File: config.mk
export PLATFORM = sky130hd
export DESIGN_NAME = uart_cmd_seq
export DESIGN_NICKNAME = d
export VERILOG_FILES = /design/src/rtl/uart_cmd_seq.sv
export SDC_FILE = /design/constraint.sdc
export NUM_CORES = 1
export LEC_CHECK = 0
export ABC_AREA = 1
export BUFFER_PORTS_ARGS = -buffer_cell sky130_fd_sc_hd__buf_2
export CAP_MARGIN = 0
export CORE_UTILIZATION = 45
export DETAILED_ROUTE_END_ITERATION = 7
export HOLD_SLACK_MARGIN = 0.08
export PLACE_DENSITY = 0.65
export SLEW_MARGIN = 20
export SYNTH_ARGS = -nofsm -noshare
export SYNTH_HDL_FRONTEND = slang
export SYNTH_SLANG_ARGS = --single-unit
export TNS_END_PERCENT = 10
File: constraint.sdc
create_clock -name clk -period 2.7 [get_ports clk]
set_clock_uncertainty 0.15 [all_clocks]
set_input_delay 0.405 -clock clk [delete_from_list [all_inputs] [get_ports clk]]
set_output_delay 0.405 -clock clk [all_outputs]
set_load 0.005 [all_outputs]
File: src/rtl/uart_cmd_seq.sv
// Command FIFO feeding a UART-style serialiser (start, DATA_W bits LSB first, STOP_BITS, optional idle gap).
// Latency: a push into an empty idle block drives the start bit 3 clocks later; frames run back-to-back from the FIFO.
// Backpressure: full is registered, so pushes while full are dropped and set sticky ovfl. Optional parity bit: define UART_CMD_SEQ_PARITY_EN.
module uart_cmd_seq #(
    parameter int DATA_W    = 8,
    parameter int DEPTH     = 8,
    parameter int BAUD_DIV  = 2604,
    parameter int STOP_BITS = 1,
    parameter int GAP_CYC   = 0
) (
    input  logic                     clk,
    input  logic                     rst_n,
    input  logic                     wr_en,
    input  logic [DATA_W-1:0]        wr_data,
    input  logic                     flush,
`ifdef UART_CMD_SEQ_PARITY_EN
    input  logic                     par_odd,
`endif
    output logic                     TX,
    output logic                     full,
    output logic                     empty,
    output logic [$clog2(DEPTH):0]   count,
    output logic                     busy,
    output logic                     tx_done,
    output logic                     ovfl
);

    localparam int AW = $clog2(DEPTH);
    localparam int CW = AW + 1;
    localparam int BW = $clog2(BAUD_DIV);
    localparam int IW = $clog2(DATA_W + 1);

    localparam logic [BW-1:0] BAUD_LOAD = BW'(BAUD_DIV - 1);
    localparam logic [IW-1:0] LAST_BIT  = IW'(DATA_W - 1);
    localparam logic [CW-1:0] FULL_CNT  = CW'(DEPTH);
    localparam logic          LAST_STOP = 1'(STOP_BITS - 1);
    localparam logic [15:0]   GAP_LOAD  = (GAP_CYC > 0) ? 16'(GAP_CYC - 1) : 16'd0;

`ifdef UART_CMD_SEQ_PARITY_EN
    typedef enum logic [2:0] {IDLE, LOAD, START, DATA, PAR, STOP, GAP} state_t;
`else
    typedef enum logic [2:0] {IDLE, LOAD, START, DATA, STOP, GAP} state_t;
`endif

    state_t              state;
    logic [DATA_W-1:0]   mem [DEPTH];
    logic [AW-1:0]       wr_ptr;
    logic [AW-1:0]       rd_ptr;
    logic                push;
    logic                pop;
    logic [DATA_W-1:0]   shreg;
    logic [BW-1:0]       baud_cnt;
    logic [IW-1:0]       bit_idx;
    logic                stop_idx;
    logic [15:0]         gap_cnt;
`ifdef UART_CMD_SEQ_PARITY_EN
    logic                par_bit;
`endif

    assign full  = (count == FULL_CNT);
    assign empty = (count == '0);
    // flush has priority over both ends of the FIFO; the shifter still takes the head in LOAD.
    assign push  = wr_en && !full && !flush;
    assign pop   = (state == LOAD) && !empty && !flush;

    always_ff @(posedge clk) begin
        if (push) begin
            mem[wr_ptr] <= wr_data;
        end
    end

    always_ff @(posedge clk or negedge rst_n) begin
        if (!rst_n) begin
            wr_ptr <= '0;
            rd_ptr <= '0;
            count  <= '0;
            ovfl   <= 1'b0;
        end else if (flush) begin
            wr_ptr <= '0;
            rd_ptr <= '0;
            count  <= '0;
            ovfl   <= 1'b0;
        end else begin
            if (push) begin
                wr_ptr <= wr_ptr + 1'b1;
            end
            if (pop) begin
                rd_ptr <= rd_ptr + 1'b1;
            end
            if (push && !pop) begin
                count <= count + 1'b1;
            end else if (!push && pop) begin
                count <= count - 1'b1;
            end
            if (wr_en && full) begin
                ovfl <= 1'b1;
            end
        end
    end

    always_ff @(posedge clk or negedge rst_n) begin
        if (!rst_n) begin
            state    <= IDLE;
            TX       <= 1'b1;
            busy     <= 1'b0;
            tx_done  <= 1'b0;
            shreg    <= '0;
            baud_cnt <= '0;
            bit_idx  <= '0;
            stop_idx <= 1'b0;
            gap_cnt  <= '0;
`ifdef UART_CMD_SEQ_PARITY_EN
            par_bit  <= 1'b0;
`endif
        end else begin
            tx_done <= 1'b0;
            case (state)
                IDLE: begin
                    TX <= 1'b1;
                    if (!empty) begin
                        state <= LOAD;
                        busy  <= 1'b1;
                    end
                end
                LOAD: begin
                    // A flush landing between IDLE and LOAD leaves nothing to send.
                    if (empty) begin
                        state <= IDLE;
                        busy  <= 1'b0;
                    end else begin
                        shreg    <= mem[rd_ptr];
`ifdef UART_CMD_SEQ_PARITY_EN
                        par_bit  <= (^mem[rd_ptr]) ^ par_odd;
`endif
                        TX       <= 1'b0;
                        baud_cnt <= BAUD_LOAD;
                        state    <= START;
                    end
                end
                START: begin
                    if (baud_cnt == '0) begin
                        baud_cnt <= BAUD_LOAD;
                        TX       <= shreg[0];
                        shreg    <= shreg >> 1;
                        bit_idx  <= '0;
                        state    <= DATA;
                    end else begin
                        baud_cnt <= baud_cnt - 1'b1;
                    end
                end
                DATA: begin
                    if (baud_cnt == '0) begin
                        baud_cnt <= BAUD_LOAD;
                        if (bit_idx == LAST_BIT) begin
`ifdef UART_CMD_SEQ_PARITY_EN
                            TX       <= par_bit;
                            state    <= PAR;
`else
                            TX       <= 1'b1;
                            stop_idx <= 1'b0;
                            state    <= STOP;
`endif
                        end else begin
                            TX      <= shreg[0];
                            shreg   <= shreg >> 1;
                            bit_idx <= bit_idx + 1'b1;
                        end
                    end else begin
                        baud_cnt <= baud_cnt - 1'b1;
                    end
                end
`ifdef UART_CMD_SEQ_PARITY_EN
                PAR: begin
                    if (baud_cnt == '0) begin
                        baud_cnt <= BAUD_LOAD;
                        TX       <= 1'b1;
                        stop_idx <= 1'b0;
                        state    <= STOP;
                    end else begin
                        baud_cnt <= baud_cnt - 1'b1;
                    end
                end
`endif
                STOP: begin
                    if (baud_cnt == '0) begin
                        if (stop_idx == LAST_STOP) begin
                            tx_done <= 1'b1;
                            if (GAP_CYC > 0) begin
                                gap_cnt <= GAP_LOAD;
                                state   <= GAP;
                            end else begin
                                busy  <= 1'b0;
                                state <= IDLE;
                            end
                        end else begin
                            baud_cnt <= BAUD_LOAD;
                            stop_idx <= 1'b1;
                        end
                    end else begin
                        baud_cnt <= baud_cnt - 1'b1;
                    end
                end
                GAP: begin
                    if (gap_cnt == '0) begin
                        busy  <= 1'b0;
                        state <= IDLE;
                    end else begin
                        gap_cnt <= gap_cnt - 1'b1;
                    end
                end
                default: begin
                    TX    <= 1'b1;
                    busy  <= 1'b0;
                    state <= IDLE;
                end
            endcase
        end
    end

endmodule

==> flow_metrics.py <==
metrics = {
    "status": {
        "outcome": "finished, final reports clean",
    },
    "worst_setup_path": {
        "cp-end-kind": "register",
        "r2r_slack_ns": 0.38,
        "cpMaxStageDelayCell": "dlygate4sd3_1",
        "r2r-start": "state[0]",
        "crit_fanout": 6,
        "cp-startpoint": "flush",
        "r2r_cells": 13,
        "critPathKind": "primary input to register",
        "crit_arrival_ns": 2.57,
        "crit_top_cell": "nand2_1",
        "critPathMaxStageDelay_ns": 0.54,
        "start_kind": "primary input",
        "cp.required_ns": 2.86,
        "rr_endpoint": "count[3]",
        "cp_cell_sequence": "dlygate4sd3_1 -> buf_2 -> inv_1 -> nand3_1 -> inv_2 -> nand2_1 -> ha_1 -> a21oi_1 -> nand2_1 -> nand2_1 -> nand2_1 -> nand2_1 -> nand2_1 -> nand2_1 -> nand2_1",
    },
    "power": {
        "ir_drop_v": 0.0007221,
        "power_mw": 7.122,
        "leakage_nw": 3.233,
        "pwr_density_cell_nw_per_um2": 1024,
    },
    "routing": {
        "ant_nets": 0,
        "viasPerCell": 5.098,
        "dr.pass1.iters": 4,
        "num_vias": 4563,
        "drt_iter0_markers": 323,
        "post_drt_wl_per_cell_um": 13.88,
        "drcViolationCount": 0,
        "wl_mm": 12.42,
    },
    "floorplanning": {
        "die_area_um2": 13740,
        "core_um2": 12770,
        "die_h_um": 117.2,
        "die_x_um": 117.2,
        "io_pins": 22,
        "start_util_pct": 46.75,
        "num_rows": 41,
    },
    "timing": {
        "rsz0062_at_grt": "false",
        "fmax_ghz": 0.4161,
        "fin_crit_ns": 2.403,
        "setup_ws_ns": 0.2966,
        "fin_crit_sh_pct": 89.02,
        "slew-limit-headroom_pct": 52.94,
        "finalSetupViolCount": 0,
        "drv_slew": 0,
        "setup_tns_ns": 0,
        "hold_violations": 0,
        "worst_pin_slew_ns": 0.7058,
    },
    "synth": {
        "postSynthAreaPerCell_um2": 8.900,
        "synth_edf_count": 64,
        "yosysSeqAreaShare_pct": 56.09,
        "syn_nets": 693,
        "ys_ff_latch": 121,
        "async_reset_ff_share_pct": 47.11,
        "synth_warnings": 0,
        "syn_area_um2": 5972,
        "netlist_instances": 671,
        "synth_flop_cell": "edfxtp_1",
        "synth.distinct_cells": 33,
    },
    "place": {
        "io_buffers": 21,
        "hpwl_mm": 8.227,
        "dp_slack_ns": 0.4006,
        "dp.cells": 861,
        "place_congestion": 0.8558,
        "place_area_um2": 6296,
    },
    "global_route": {
        "grt_pass1_vias": 4644,
        "grt_pass1_wl_mm": 21.20,
        "overflow": 0,
        "antenna_found_initial": 0,
        "grt_use_total_pct": 20.81,
        "grt_max_degree": 35,
    },
    "cells_and_area": {
        "final_layout_size_suffix_gt1_share_pct": 15.63,
        "final_cell_mix": "nand2_1 (240), nor2_1 (70), nand3_1 (64), edfxtp_1 (64), dfrtp_1 (56)",
        "post_layout_nonfiller_instances": 895,
        "finalInstanceArea_um2": 6954,
        "layout_commonest_cell": "nand2_1",
        "nNetsFinal": 732,
        "area_growth_pct": 16.45,
        "antennaDiodeCount": 0,
    },
    "cts": {
        "clock_latency_ns": 0.43,
        "htree_levels": 4,
        "numCtsBuffers": 17,
        "path_clk_slew_ns": 0.05,
        "cts-root-buf": "clkbuf_16",
        "cts.sinks": 121,
        "cts_tree": "yes",
        "post_cts_resized": 0,
        "cts.path.max_buffers": 2,
    },
    "min_path": {
        "min_to": "mem[1][7]",
        "min_from": "wr_data[7]",
        "hold_path.class": "primary input to register",
        "holdPathStages": 1,
    },
    "job": {
        "maxCapViolCount": 0,
    },
}
where the power goes:
part | switching [mW] | internal, mW
Combinational | 1.54 | 0.737
Clock | 0.865 | 1.56
Sequential | 0.215 | 2.20
kinds of logic after synthesis:
group	synth area share, %
fa+ha+maj	2.221
flops	56.09
simple gates	30.25
compound gates	4.861
buf+inv	4.526
xor+xnor	2.053
flip-flops by register name, summed over array words and instances, names as in the netlist:
name,cells
TX,1
wr_ptr,3
gap_cnt,16
bit_idx,4
shreg,8
tx_done,1
state,3
baud_cnt,12
count,4
rd_ptr,3
ovfl,1
mem,64
busy,1
what timing repair did:
action                     4_1_cts  5_1_grt
hold endpoints to repair        29        0
setup endpoints to repair        0        0
hold buffers                     2        0
buffers inserted                 0        0
layout make-up:
type | count | area (µm²)
Tap cell | 172 | 215.2
Timing Repair Buffer | 35 | 227.7
Inverter | 45 | 171.4
Fill cell | 1123 | 5819
Sequential cell | 121 | 3349
Multi-Input combinational cell | 490 | 2352
Clock inverter | 15 | 212.7
Clock buffer | 17 | 425.4
worst max-delay path: cells and delay by family:
family,cells,cell delay [ns]
AND/OR/NAND/NOR,9,0.70
adder cells (fa/ha/maj),1,0.35
buffers and inverters,4,0.93
AO/OA/AOI/OAI,1,0.18
metrics by stage:
stage	hold slack [ns]	util, %
CTS	0.08361	54.44
global placement	0.3127	49.29
finish	0.09566	54.44
floorplan	-0.04059	-
detailed placement	0.3199	49.29
global route	0.08795	54.44
cell usage after synthesis, types with 3 or more instances:
library cell	n	area [µm²]
o21ai_2	10	87.58
nand4_1	8	50.05
nand2_2	6	37.54
nor2_2	7	43.79
edfxtp_1	64	1922
inv_1	32	120.1
nand3b_1	6	45.04
nand2_1	240	900.9
dfrtp_1	56	1401
o21ai_1	16	80.08
nand2_4	3	33.78
a21oi_1	7	35.03
nand3_1	64	320.3
ha_1	9	112.6
nor2_4	4	45.04
inv_2	11	41.29
nor3_1	3	15.01
buf_2	12	60.06
xor2_1	9	78.83
nor2_1	70	262.8
o21ai_0	16	80.08
xnor2_1	5	43.79
layer usage:
layer | part of all wire, % | up-vias | global-route usage (%)
met3 | 5.0 | 22 | 6.591
met5 | 0 | - | 0
met2 | 51 | 90 | 36.20
li1 | - | 2290 | -
met1 | 42 | 2161 | 23.59
met4 | 1.8 | 0 | 8.776
how the worst max path moves through the flow:
stage	slack [ns]	endpoint	cells after the start
finish	0.30	count[3]	15
CTS	0.34	count[3]	15
global placement	0.52	count[3]	14
floorplan	0.66	count[3]	14
global route	0.16	count[3]	15
detailed placement	0.40	count[3]	13
Power figures use the tool's default switching activity.
